[config.mk]
export PLATFORM = sky130hd
export DESIGN_NAME = mem_port_arbiter_flat
export DESIGN_NICKNAME = d
export VERILOG_FILES = /design/src/rtl/mem_port_arbiter_if.sv /design/src/rtl/mem_port_arbiter.sv /design/src/flat_wrapper.sv
export SDC_FILE = /design/constraint.sdc
export NUM_CORES = 1
export LEC_CHECK = 0
export BUFFER_PORTS_ARGS = -buffer_cell sky130_fd_sc_hd__buf_2
export CAP_MARGIN = 20
export CORE_AREA = 4 4 104 106
export CTS_BUF_LIST = sky130_fd_sc_hd__clkbuf_16
export DETAILED_ROUTE_END_ITERATION = 8
export DIE_AREA = 0 0 108 110
export MAX_ROUTING_LAYER = met4
export PLACE_DENSITY = 0.88
export SLEW_MARGIN = 25
export SYNTH_ARGS = -nofsm -noshare
export SYNTH_HDL_FRONTEND = slang
export SYNTH_SLANG_ARGS = --single-unit
[constraint.sdc]
create_clock -name CLK -period 4.8 [get_ports CLK]
set_clock_uncertainty 0.15 [all_clocks]
set_input_delay 0.24 -clock CLK [delete_from_list [all_inputs] [get_ports CLK]]
set_output_delay 0.24 -clock CLK [all_outputs]
set_load 0.03 [all_outputs]
[src/rtl/mem_port_arbiter_if.sv]
// Bundle of the fetch, data and memory-side signals around mem_port_arbiter.
// slave: the arbiter's view. master: the requesters plus the memory.
interface mem_port_arbiter_if;
  // fetch port
  logic        if_req;
  logic [31:0] if_addr;
  logic        if_gnt;
  logic        if_valid;
  logic [31:0] if_rdata;
  logic        stall_fetch;
  // data port
  logic        dm_req;
  logic        dm_we;
  logic [31:0] dm_addr;
  logic [31:0] dm_wdata;
  logic [3:0]  dm_be;
  logic        dm_gnt;
  logic        dm_valid;
  logic [31:0] dm_rdata;
  // memory side
  logic        mem_en;
  logic        mem_we;
  logic [31:0] mem_addr;
  logic [31:0] mem_wdata;
  logic [3:0]  mem_be;
  logic [31:0] mem_rdata;

  modport slave (
    input  if_req, if_addr, dm_req, dm_we, dm_addr, dm_wdata, dm_be, mem_rdata,
    output if_gnt, if_valid, if_rdata, stall_fetch,
           dm_gnt, dm_valid, dm_rdata,
           mem_en, mem_we, mem_addr, mem_wdata, mem_be
  );

  modport master (
    output if_req, if_addr, dm_req, dm_we, dm_addr, dm_wdata, dm_be, mem_rdata,
    input  if_gnt, if_valid, if_rdata, stall_fetch,
           dm_gnt, dm_valid, dm_rdata,
           mem_en, mem_we, mem_addr, mem_wdata, mem_be
  );
endinterface

[src/rtl/mem_port_arbiter.sv]
// mem_port_arbiter: shares one single-ported fixed-latency memory between
// instruction fetch (read-only) and the data stage (read/write). One access
// in flight; data has priority, bounded by a streak limit so fetch cannot
// starve.
module mem_port_arbiter #(
  parameter int MEM_LAT     = 1,  // mem_en sampled -> mem_rdata valid, >= 1
  parameter int MAX_DSTREAK = 4   // data grants in a row while fetch waits, >= 1
) (
  input  logic              CLK,
  input  logic              EXT_RESET,
  mem_port_arbiter_if.slave bus
);
  localparam int CW = $clog2(MEM_LAT + 1);
  localparam int SW = $clog2(MAX_DSTREAK + 1);
  localparam logic [CW-1:0] LAT_INIT   = CW'(MEM_LAT);
  localparam logic [SW-1:0] STREAK_MAX = SW'(MAX_DSTREAK);

  typedef enum logic [1:0] {IDLE, WAIT, RESP} state_t;
  typedef enum logic [1:0] {OWN_NONE, OWN_IF, OWN_DM} owner_t;

  state_t          state, state_nxt;
  owner_t          owner;
  logic            owner_we;
  logic [CW-1:0]   lat_cnt;
  logic [SW-1:0]   streak;
  logic [31:0]     if_rdata_q, dm_rdata_q;
  logic            dm_win, if_win;

  // Winner selection, memory drive and next state. Grants are held off while
  // reset is asserted so every output reads 0 during reset.
  always_comb begin
    state_nxt     = state;
    dm_win        = 1'b0;
    if_win        = 1'b0;
    bus.mem_en    = 1'b0;
    bus.mem_we    = 1'b0;
    bus.mem_addr  = '0;
    bus.mem_wdata = '0;
    bus.mem_be    = '0;
    case (state)
      IDLE: begin
        if (!EXT_RESET) begin
          if (bus.dm_req && !(bus.if_req && streak == STREAK_MAX)) dm_win = 1'b1;
          else if (bus.if_req)                                     if_win = 1'b1;
        end
        if (dm_win || if_win) state_nxt = WAIT;
      end
      WAIT:    if (lat_cnt == CW'(1)) state_nxt = RESP;
      RESP:    state_nxt = IDLE;
      default: state_nxt = IDLE;
    endcase
    if (dm_win) begin
      bus.mem_en    = 1'b1;
      bus.mem_we    = bus.dm_we;
      bus.mem_addr  = bus.dm_addr;
      bus.mem_wdata = bus.dm_wdata;
      bus.mem_be    = bus.dm_be;
    end else if (if_win) begin
      bus.mem_en    = 1'b1;
      bus.mem_addr  = bus.if_addr;
      bus.mem_be    = 4'hF;
    end
    bus.dm_gnt      = dm_win;
    bus.if_gnt      = if_win;
    bus.stall_fetch = bus.if_req && !if_win && !EXT_RESET;
  end

  // The valid pulse is a decode of RESP, so an async reset kills it at once.
  assign bus.if_valid = (state == RESP) && (owner == OWN_IF);
  assign bus.dm_valid = (state == RESP) && (owner == OWN_DM);
  assign bus.if_rdata = if_rdata_q;
  assign bus.dm_rdata = dm_rdata_q;

  // State register.
  always_ff @(posedge CLK or posedge EXT_RESET) begin
    if (EXT_RESET) state <= IDLE;
    else           state <= state_nxt;
  end

  // Owner latch, latency countdown, read capture and data streak tracking.
  always_ff @(posedge CLK or posedge EXT_RESET) begin
    if (EXT_RESET) begin
      owner      <= OWN_NONE;
      owner_we   <= 1'b0;
      lat_cnt    <= '0;
      streak     <= '0;
      if_rdata_q <= '0;
      dm_rdata_q <= '0;
    end else begin
      if (dm_win || if_win) begin
        owner    <= dm_win ? OWN_DM : OWN_IF;
        owner_we <= dm_win && bus.dm_we;
        lat_cnt  <= LAT_INIT;
      end else if (state == WAIT) begin
        lat_cnt <= lat_cnt - 1'b1;
        if (lat_cnt == CW'(1)) begin
          // write completions leave dm_rdata untouched
          if (owner == OWN_IF)                   if_rdata_q <= bus.mem_rdata;
          else if (owner == OWN_DM && !owner_we) dm_rdata_q <= bus.mem_rdata;
        end
      end
      // streak counts data grants that made a waiting fetch wait
      if (dm_win) begin
        if (!bus.if_req)              streak <= '0;
        else if (streak != STREAK_MAX) streak <= streak + 1'b1;
      end else if (if_win) begin
        streak <= '0;
      end
    end
  end
endmodule

[src/flat_wrapper.sv]
// flat-port wrapper written by rule: the top's interface ports become plain ports
module mem_port_arbiter_flat 
#(
  parameter int MEM_LAT     = 1,                                            
  parameter int MAX_DSTREAK = 4                                                  
)
  (CLK, EXT_RESET, bus_if_req, bus_if_addr, bus_dm_req, bus_dm_we, bus_dm_addr, bus_dm_wdata, bus_dm_be, bus_mem_rdata, bus_if_gnt, bus_if_valid, bus_if_rdata, bus_stall_fetch, bus_dm_gnt, bus_dm_valid, bus_dm_rdata, bus_mem_en, bus_mem_we, bus_mem_addr, bus_mem_wdata, bus_mem_be);
  mem_port_arbiter_if bus_i ();
  input  logic CLK;
  input  logic EXT_RESET;
  input wire logic [$bits(bus_i.if_req)-1:0] bus_if_req;
  input wire logic [$bits(bus_i.if_addr)-1:0] bus_if_addr;
  input wire logic [$bits(bus_i.dm_req)-1:0] bus_dm_req;
  input wire logic [$bits(bus_i.dm_we)-1:0] bus_dm_we;
  input wire logic [$bits(bus_i.dm_addr)-1:0] bus_dm_addr;
  input wire logic [$bits(bus_i.dm_wdata)-1:0] bus_dm_wdata;
  input wire logic [$bits(bus_i.dm_be)-1:0] bus_dm_be;
  input wire logic [$bits(bus_i.mem_rdata)-1:0] bus_mem_rdata;
  output wire logic [$bits(bus_i.if_gnt)-1:0] bus_if_gnt;
  output wire logic [$bits(bus_i.if_valid)-1:0] bus_if_valid;
  output wire logic [$bits(bus_i.if_rdata)-1:0] bus_if_rdata;
  output wire logic [$bits(bus_i.stall_fetch)-1:0] bus_stall_fetch;
  output wire logic [$bits(bus_i.dm_gnt)-1:0] bus_dm_gnt;
  output wire logic [$bits(bus_i.dm_valid)-1:0] bus_dm_valid;
  output wire logic [$bits(bus_i.dm_rdata)-1:0] bus_dm_rdata;
  output wire logic [$bits(bus_i.mem_en)-1:0] bus_mem_en;
  output wire logic [$bits(bus_i.mem_we)-1:0] bus_mem_we;
  output wire logic [$bits(bus_i.mem_addr)-1:0] bus_mem_addr;
  output wire logic [$bits(bus_i.mem_wdata)-1:0] bus_mem_wdata;
  output wire logic [$bits(bus_i.mem_be)-1:0] bus_mem_be;
  assign bus_i.if_req = bus_if_req;
  assign bus_i.if_addr = bus_if_addr;
  assign bus_i.dm_req = bus_dm_req;
  assign bus_i.dm_we = bus_dm_we;
  assign bus_i.dm_addr = bus_dm_addr;
  assign bus_i.dm_wdata = bus_dm_wdata;
  assign bus_i.dm_be = bus_dm_be;
  assign bus_i.mem_rdata = bus_mem_rdata;
  assign bus_if_gnt = bus_i.if_gnt;
  assign bus_if_valid = bus_i.if_valid;
  assign bus_if_rdata = bus_i.if_rdata;
  assign bus_stall_fetch = bus_i.stall_fetch;
  assign bus_dm_gnt = bus_i.dm_gnt;
  assign bus_dm_valid = bus_i.dm_valid;
  assign bus_dm_rdata = bus_i.dm_rdata;
  assign bus_mem_en = bus_i.mem_en;
  assign bus_mem_we = bus_i.mem_we;
  assign bus_mem_addr = bus_i.mem_addr;
  assign bus_mem_wdata = bus_i.mem_wdata;
  assign bus_mem_be = bus_i.mem_be;
  mem_port_arbiter #(.MEM_LAT(MEM_LAT), .MAX_DSTREAK(MAX_DSTREAK)) u_core (.CLK(CLK), .EXT_RESET(EXT_RESET), .bus(bus_i));
endmodule
==> results of run 1 <==
-- logic make-up after synthesis --
group / after synthesis
multiplexers: 64
flip-flops: 73
AO/OA/AOI/OAI: 48
buffers and inverters: 38
adder cells (fa/ha/maj): 2
AND/OR/NAND/NOR: 127
-- path summary, 6_finish.rpt --
kind	to	cells after the start
hold / removal	u_core.bus.dm_rdata[23]	2
setup / recovery	bus_mem_addr[14]	6
max in group asynchronous	u_core.bus.if_rdata[5]	3
min in group asynchronous	u_core.bus.dm_rdata[25]	3
setup reg to reg	u_core.bus.if_rdata[3]	3
hold reg to reg	u_core.bus.if_rdata[13]	1
-- sequential cells by signal, summed over array words and instances (netlist names) --
name	count
u_core.bus.if_rdata	32
u_core.owner_we	1
u_core.state	2
u_core.owner	2
u_core.lat_cnt	1
u_core.bus.dm_rdata	32
u_core.streak	3
-- metrics by stage --
stage / power (W) / cell area, um2
6_report: 0.003639 / 5544
5_1_grt: 0.003832 / 5544
4_1_cts: 0.003679 / 5533
3_5_place_dp: 0.003061 / 5254
3_3_place_gp: 0.003003 / 5249
2_1_floorplan: 0.002482 / 3860
-- layout by cell type (no fill, tap or decap), types with 2 or more instances in the layout --
cell / instances
inv_1: 7
mux2_2: 34
and2_1: 33
clkbuf_16: 9
diode_2: 3
buf_2: 275
dfrtp_1: 73
buf_4: 3
or2b_1: 3
nand2b_1: 2
o311a_2: 2
or3_1: 2
clkinvlp_4: 2
inv_6: 2
a21oi_1: 38
nand2_1: 7
a22o_1: 2
ha_1: 2
clkinv_4: 2
nand3_1: 64
mux2_4: 30
nor2_1: 7
-- worst reg2reg max path: stages (launching register included) --
cell      delay [ns]
dfrtp_1         0.43
nand3b_2        0.30
nor2_4          0.76
mux2_2          0.44
-- final cells by class --
cell class / instances / share of cell area [%]
timing repair buffer: 278 / 25.23
sequential: 73 / 32.95
antenna: 3 / 0.1354
clock inverter: 7 / 0.9704
multi-input combinational: 241 / 33.18
inverter: 7 / 0.4739
clock buffer: 9 / 4.062
tap: 133 / 3.002
-- metal layers --
layer / routed length (um) / track usage (%) / part of all wire (%) / vias to the layer above
met5: 0 / - / 0 / -
li1: - / - / - / 1755
met2: 6790 / 36.37 / 51 / 194
met4: 583 / 10.73 / 4.3 / 0
met3: 1105 / 5.766 / 8.2 / 30
met1: 4935 / 24.77 / 37 / 1767
-- where the power goes --
group          switching, W  leakage (nW)  internal (W)
clock network      0.000251         0.134      0.000353
logic               0.00122          2.02      0.000713
registers          0.000180         0.877      0.000923
==> flow_metrics.env, run 1 <==
export IMPL_status="finished clean"
export IMPL_maxSlewViolCount=0
export IMPL_final_hold_viol_count=0
export IMPL_timing_final_crit_share_pct=56.25
export IMPL_syn_avg_cell_area_um2=10.97
export IMPL_postLayoutCoreUtil_pct=56.72
export IMPL_yosysSeqAreaShare_pct=47.33
export IMPL_first_iter_violations=148
export IMPL_hold_path_startpoint="bus_mem_rdata[23]"
export IMPL_n_fill_cell=875
export IMPL_dp_cells=732
export IMPL_cp_top_family="compound AO/OA/AOI/OAI gates"
export IMPL_dpl_worst_slack_ns=2.296
export IMPL_async_flop_share_pct=100.0
export IMPL_postCtsSetupBuffers=0
export IMPL_critical_path_required_ns=4.41
export IMPL_max_stage_delay_ns=0.56
export IMPL_dp_hpwl_um=10860
export IMPL_start_kind="register"
export IMPL_crit_chain="inv_1 > ha_1 > a21bo_2 > nand3_1 > a21oi_1 > buf_2"
export IMPL_crit_path_end_kind="primary output"
export IMPL_drive_gt1_share_pct=59.51
export IMPL_ant_nets=0
export IMPL_initial_core_util_pct=39.49
export IMPL_reg2reg_slack_ns=2.61
export IMPL_synth_mux_area_share_pct=21.59
export IMPL_grtUsageTotal_pct=21.93
export IMPL_path_max_fanout=33
export IMPL_grt_max_degree=74
export IMPL_ys_top_cells_by_area="dfrtp_1 47%, mux2_4 12%, mux2_2 9.9%"
export IMPL_die_area_um2=11880
export IMPL_crit_type="register to primary output"
export IMPL_gr_total_overflow=0
export IMPL_synth_xor_area_share_pct=0
export IMPL_place_congestion=1.001
export IMPL_ff_latch_area_um2=1827
export IMPL_synth_top_family_by_area="multiplexers"
export IMPL_grt_first_pass_wirelength_um=19720
export IMPL_crit_path_start="u_core.streak[0]"
export IMPL_syn_area_um2=3860
export IMPL_drc=0
export IMPL_wl_um=13410
export IMPL_die_height_um=110
export IMPL_cts_tree="built"
export IMPL_path_buf_inv=2
export IMPL_cap_violations=0
export IMPL_synth_compound_area_share_pct=7.131
export IMPL_r2r_start="u_core.state[1]"
export IMPL_syn_inst=352
export IMPL_ios=276
export IMPL_hold_class="input pin to register"
export IMPL_worstMarginPinSlew_ns=0.9369
export IMPL_fin_crit_ns=2.700
export IMPL_clk_latency_ns=0.31
export IMPL_vias=3746
export IMPL_multi_input_area_um2=1839
export IMPL_ys_flop_type="dfrtp_1"
export IMPL_cp_arrival_ns=2.31
export IMPL_yosys_area_top_type="dfrtp_1"
export IMPL_setup_viol=0
export IMPL_ys_ff_latch=73
export IMPL_yosys_area_share_simple_pct=17.83
export IMPL_cts_root_buf="clkbuf_16"
export IMPL_yosysWarnings=0
export IMPL_final_setup_worst_slack_ns=2.100
export IMPL_numCtsBuffers=9
export IMPL_cts_hold_buf=0
export IMPL_post_synth_top_count_cell="dfrtp_1"
export IMPL_layout_nets=749
export IMPL_slew_headroom_pct=37.39
export IMPL_routedWlPerCell_um=17.86
export IMPL_synth_fa_ha_area_share_pct=0.6483
export IMPL_core_area_um2=9774
export IMPL_clock_sinks=73
export IMPL_holdWs_ns=0.01339
export IMPL_fin_setup_tns_ns=0
export IMPL_fmax_mhz=370.4
export IMPL_p_per_area_nw_per_um2=656.4
export IMPL_synth_top_area_share_pct=47.33
export IMPL_clk_pin_slew_ns=0.06
export IMPL_first_global_vias=3807
export IMPL_ys_types=33
export IMPL_synth_edff_count=0
export IMPL_power_leakage_nw=3.034
export IMPL_layout_cells_non_filler=751
export IMPL_die_w_um=108
export IMPL_cts_buffer_depth=2
export IMPL_rows=36
export IMPL_drt_pass1_iter_count=4
export IMPL_yosys_top_cells_count="73 x dfrtp_1, 65 x nand3_1, 38 x a21oi_1"
export IMPL_area_growth_syn_to_layout_pct=43.63
export IMPL_antenna_found_initial=3
export IMPL_rsz0062_at_grt="no"
export IMPL_io_buffers=275
export IMPL_cts_resized=0
export IMPL_critPathSlowestCell="a21bo_2"
export IMPL_ir_drop_v=0.0003322
export IMPL_synth_nets=491
export IMPL_htree_levels=3
export IMPL_via_per_inst=4.988
No activity file was read; power rests on OpenSTA's default activity.
==> run 2, diff against run 1 <==
--- a/config.mk
+++ b/config.mk
@@ -7,12 +7,13 @@
 export LEC_CHECK = 0
 export BUFFER_PORTS_ARGS = -buffer_cell sky130_fd_sc_hd__buf_2
 export CAP_MARGIN = 20
-export CORE_AREA = 4 4 104 106
+export CORE_ASPECT_RATIO = 0.8
+export CORE_MARGIN = 4
+export CORE_UTILIZATION = 41
 export CTS_BUF_LIST = sky130_fd_sc_hd__clkbuf_16
 export DETAILED_ROUTE_END_ITERATION = 8
-export DIE_AREA = 0 0 108 110
 export MAX_ROUTING_LAYER = met4
-export PLACE_DENSITY = 0.88
+export PLACE_DENSITY = 0.91
 export SLEW_MARGIN = 25
 export SYNTH_ARGS = -nofsm -noshare
 export SYNTH_HDL_FRONTEND = slang
==> constraint.sdc (replaced) <==
create_clock -name CLK -period 2.81 [get_ports CLK]
set_clock_uncertainty 0.15 [all_clocks]
set_input_delay 0.1405 -clock CLK [delete_from_list [all_inputs] [get_ports CLK]]
set_output_delay 0.1405 -clock CLK [all_outputs]
set_load 0.03 [all_outputs]
==> run 2 against run 1 <==
Die area decreased by 7.1%. Hold slack got worse by 0.028 ns. Cell count rose by 2.0%. Worst setup slack got worse by 1.8 ns. Largest cell class unchanged. Wire length fell by 1.7%. Global-route usage grew 2.1 points. Combinational power rose by 74%. Non-clock buffer count increased by 36. Sequential cell count did not move. Sequential share of layout area down 1.9 points. Critical path depth did not move. Via count rose by 4.9%. The run now ends with negative hold slack left. Largest power group unchanged.
==> flow_metrics.env, run 2 (synthesis results as in run 1) <==
export IMPL_p_total_w=0.006335
export IMPL_p_per_area_nw_per_um2=1078
export IMPL_vias=3928
export IMPL_final_area_um2=5877
export IMPL_grt_max_degree=74
export IMPL_first_global_vias=4035
export IMPL_routedWlPerCell_um=17.21
export IMPL_clock_sinks=73
export IMPL_cts_tree="built"
export IMPL_critical_path_required_ns=2.52
export IMPL_antenna_found_initial=0
export IMPL_final_setup_worst_slack_ns=0.3145
export IMPL_power_leakage_nw=3.184
export IMPL_layout_nets=785
export IMPL_drc=0
export IMPL_diodes=0
export IMPL_crit_chain="inv_1 > ha_1 > a21bo_2 > nand2_1 > a21oi_1 > buf_2"
export IMPL_path_max_fanout=33
export IMPL_wl_um=13190
export IMPL_crit_path_end_kind="primary output"
export IMPL_die_w_um=116.5
export IMPL_initial_core_util_pct=42.35
export IMPL_clk_latency_ns=0.32
export IMPL_area_growth_syn_to_layout_pct=52.25
export IMPL_grtUsageTotal_pct=24.02
export IMPL_start_kind="register"
export IMPL_place_area_um2=5261
export IMPL_clk_pin_slew_ns=0.06
export IMPL_max_stage_delay_ns=0.55
export IMPL_status="finished with violations"
export IMPL_cp_arrival_ns=2.20
export IMPL_worstMarginPinSlew_ns=0.9174
export IMPL_fin_setup_tns_ns=0
export IMPL_holdWs_ns=-0.01473
export IMPL_core_area_um2=9115
export IMPL_maxSlewViolCount=0
export IMPL_slew_headroom_pct=38.84
export IMPL_dpl_worst_slack_ns=0.6461
export IMPL_die_height_um=94.79
export IMPL_setup_viol=0
export IMPL_fmax_mhz=400.7
export IMPL_rsz0062_at_grt="no"
export IMPL_ios=276
export IMPL_critPathSlowestCell="a21bo_2"
export IMPL_layout_common_cells="275 x buf_2, 73 x dfrtp_1, 65 x nand3_1, 38 x a21oi_1, 34 x mux2_2"
export IMPL_postLayoutCoreUtil_pct=64.47
export IMPL_grt_first_pass_wirelength_um=20450
export IMPL_fin_crit_ns=2.495
export IMPL_crit_type="register to primary output"
export IMPL_htree_levels=3
export IMPL_cts_root_buf="clkbuf_16"
export IMPL_place_congestion=0.9734
export IMPL_via_per_inst=5.128
export IMPL_ir_drop_v=0.0007130
export IMPL_drt_pass1_iter_count=4
export IMPL_failed_checks="negative hold slack"
export IMPL_final_hold_viol_count=7
export IMPL_rows=31
export IMPL_timing_final_crit_share_pct=88.81
export IMPL_first_iter_violations=308
export IMPL_dp_hpwl_um=10020
export IMPL_hold_class="input pin to asynchronous set/reset pin"
export IMPL_cap_violations=0
export IMPL_cts_buffer_depth=2
export IMPL_gr_total_overflow=0
export IMPL_ant_nets=0
export IMPL_die_area_um2=11040
export IMPL_numCtsBuffers=9
export IMPL_cts_resized=0
export IMPL_drive_gt1_share_pct=56.68
export IMPL_final_common_cell="buf_2"
export IMPL_io_buffers=275
run 2: metrics by stage:
step | hold WS [ns] | std cells
2_1_floorplan | 0.1302 | 352
3_3_place_gp | 0.2331 | 717
3_5_place_dp | 0.2371 | 717
4_1_cts | 0.02195 | 766
5_1_grt | 0.04685 | 766
6_report | -0.01473 | 766
run 2: per-layer routing:
metal	up-vias	GRT usage, %	routed length [um]
met5	-	-	0
met4	0	6.280	187
met3	20	4.805	975
met2	203	42.86	6928
met1	1880	27.56	5095
li1	1825	-	-
run 2: path summary, 6_finish.rpt:
| kind | startpoint | end | slack, ns | depth (start not counted) |
|---|---|---|---|---|
| worst max-delay path | u_core.streak[0] | bus_mem_be[0] | 0.31 | 6 |
| worst min-delay path | EXT_RESET | u_core.state[0] | -0.01 | 3 |
| worst max register to register | u_core.state[1] | u_core.bus.dm_rdata[19] | 0.62 | 4 |
| worst min register to register | u_core.bus.if_rdata[31] | u_core.bus.if_rdata[31] | 0.35 | 1 |
| max in group asynchronous | EXT_RESET | u_core.bus.if_rdata[22] | 1.91 | 3 |
| min in group CLK | EXT_RESET | u_core.state[0] | 0.03 | 3 |
run 2: cell type report:
cell class	count	area (um2)
Sequential cell	73	1827
Timing Repair Buffer	314	1764
Tap cell	115	143.9
Multi-Input combinational cell	241	1831
Clock buffer	9	225.2
Fill cell	690	3238
Clock inverter	7	60.06
Inverter	7	26.28
run 2: worst max-delay path, delay by kind of cell (launching register included):
kind | cells | cell delay, ns
buffers and inverters | 2 | 0.30
AOI/OAI and AO/OA | 2 | 0.75
DFF | 1 | 0.41
adders and majority gates | 1 | 0.22
and+or+nand+nor | 1 | 0.21
run 2: repair_timing:
item,in CTS,in global routing
hold buffers,33,0
buffers inserted,0,0
endpoints found under the hold margin,65,0
run 2: where the power goes:
group          switching (W)  internal [W]  total, W
combinational        0.00209       0.00126   0.00335
sequential          0.000329       0.00158   0.00191
clock               0.000467      0.000613   0.00108
total                0.00289       0.00345   0.00634
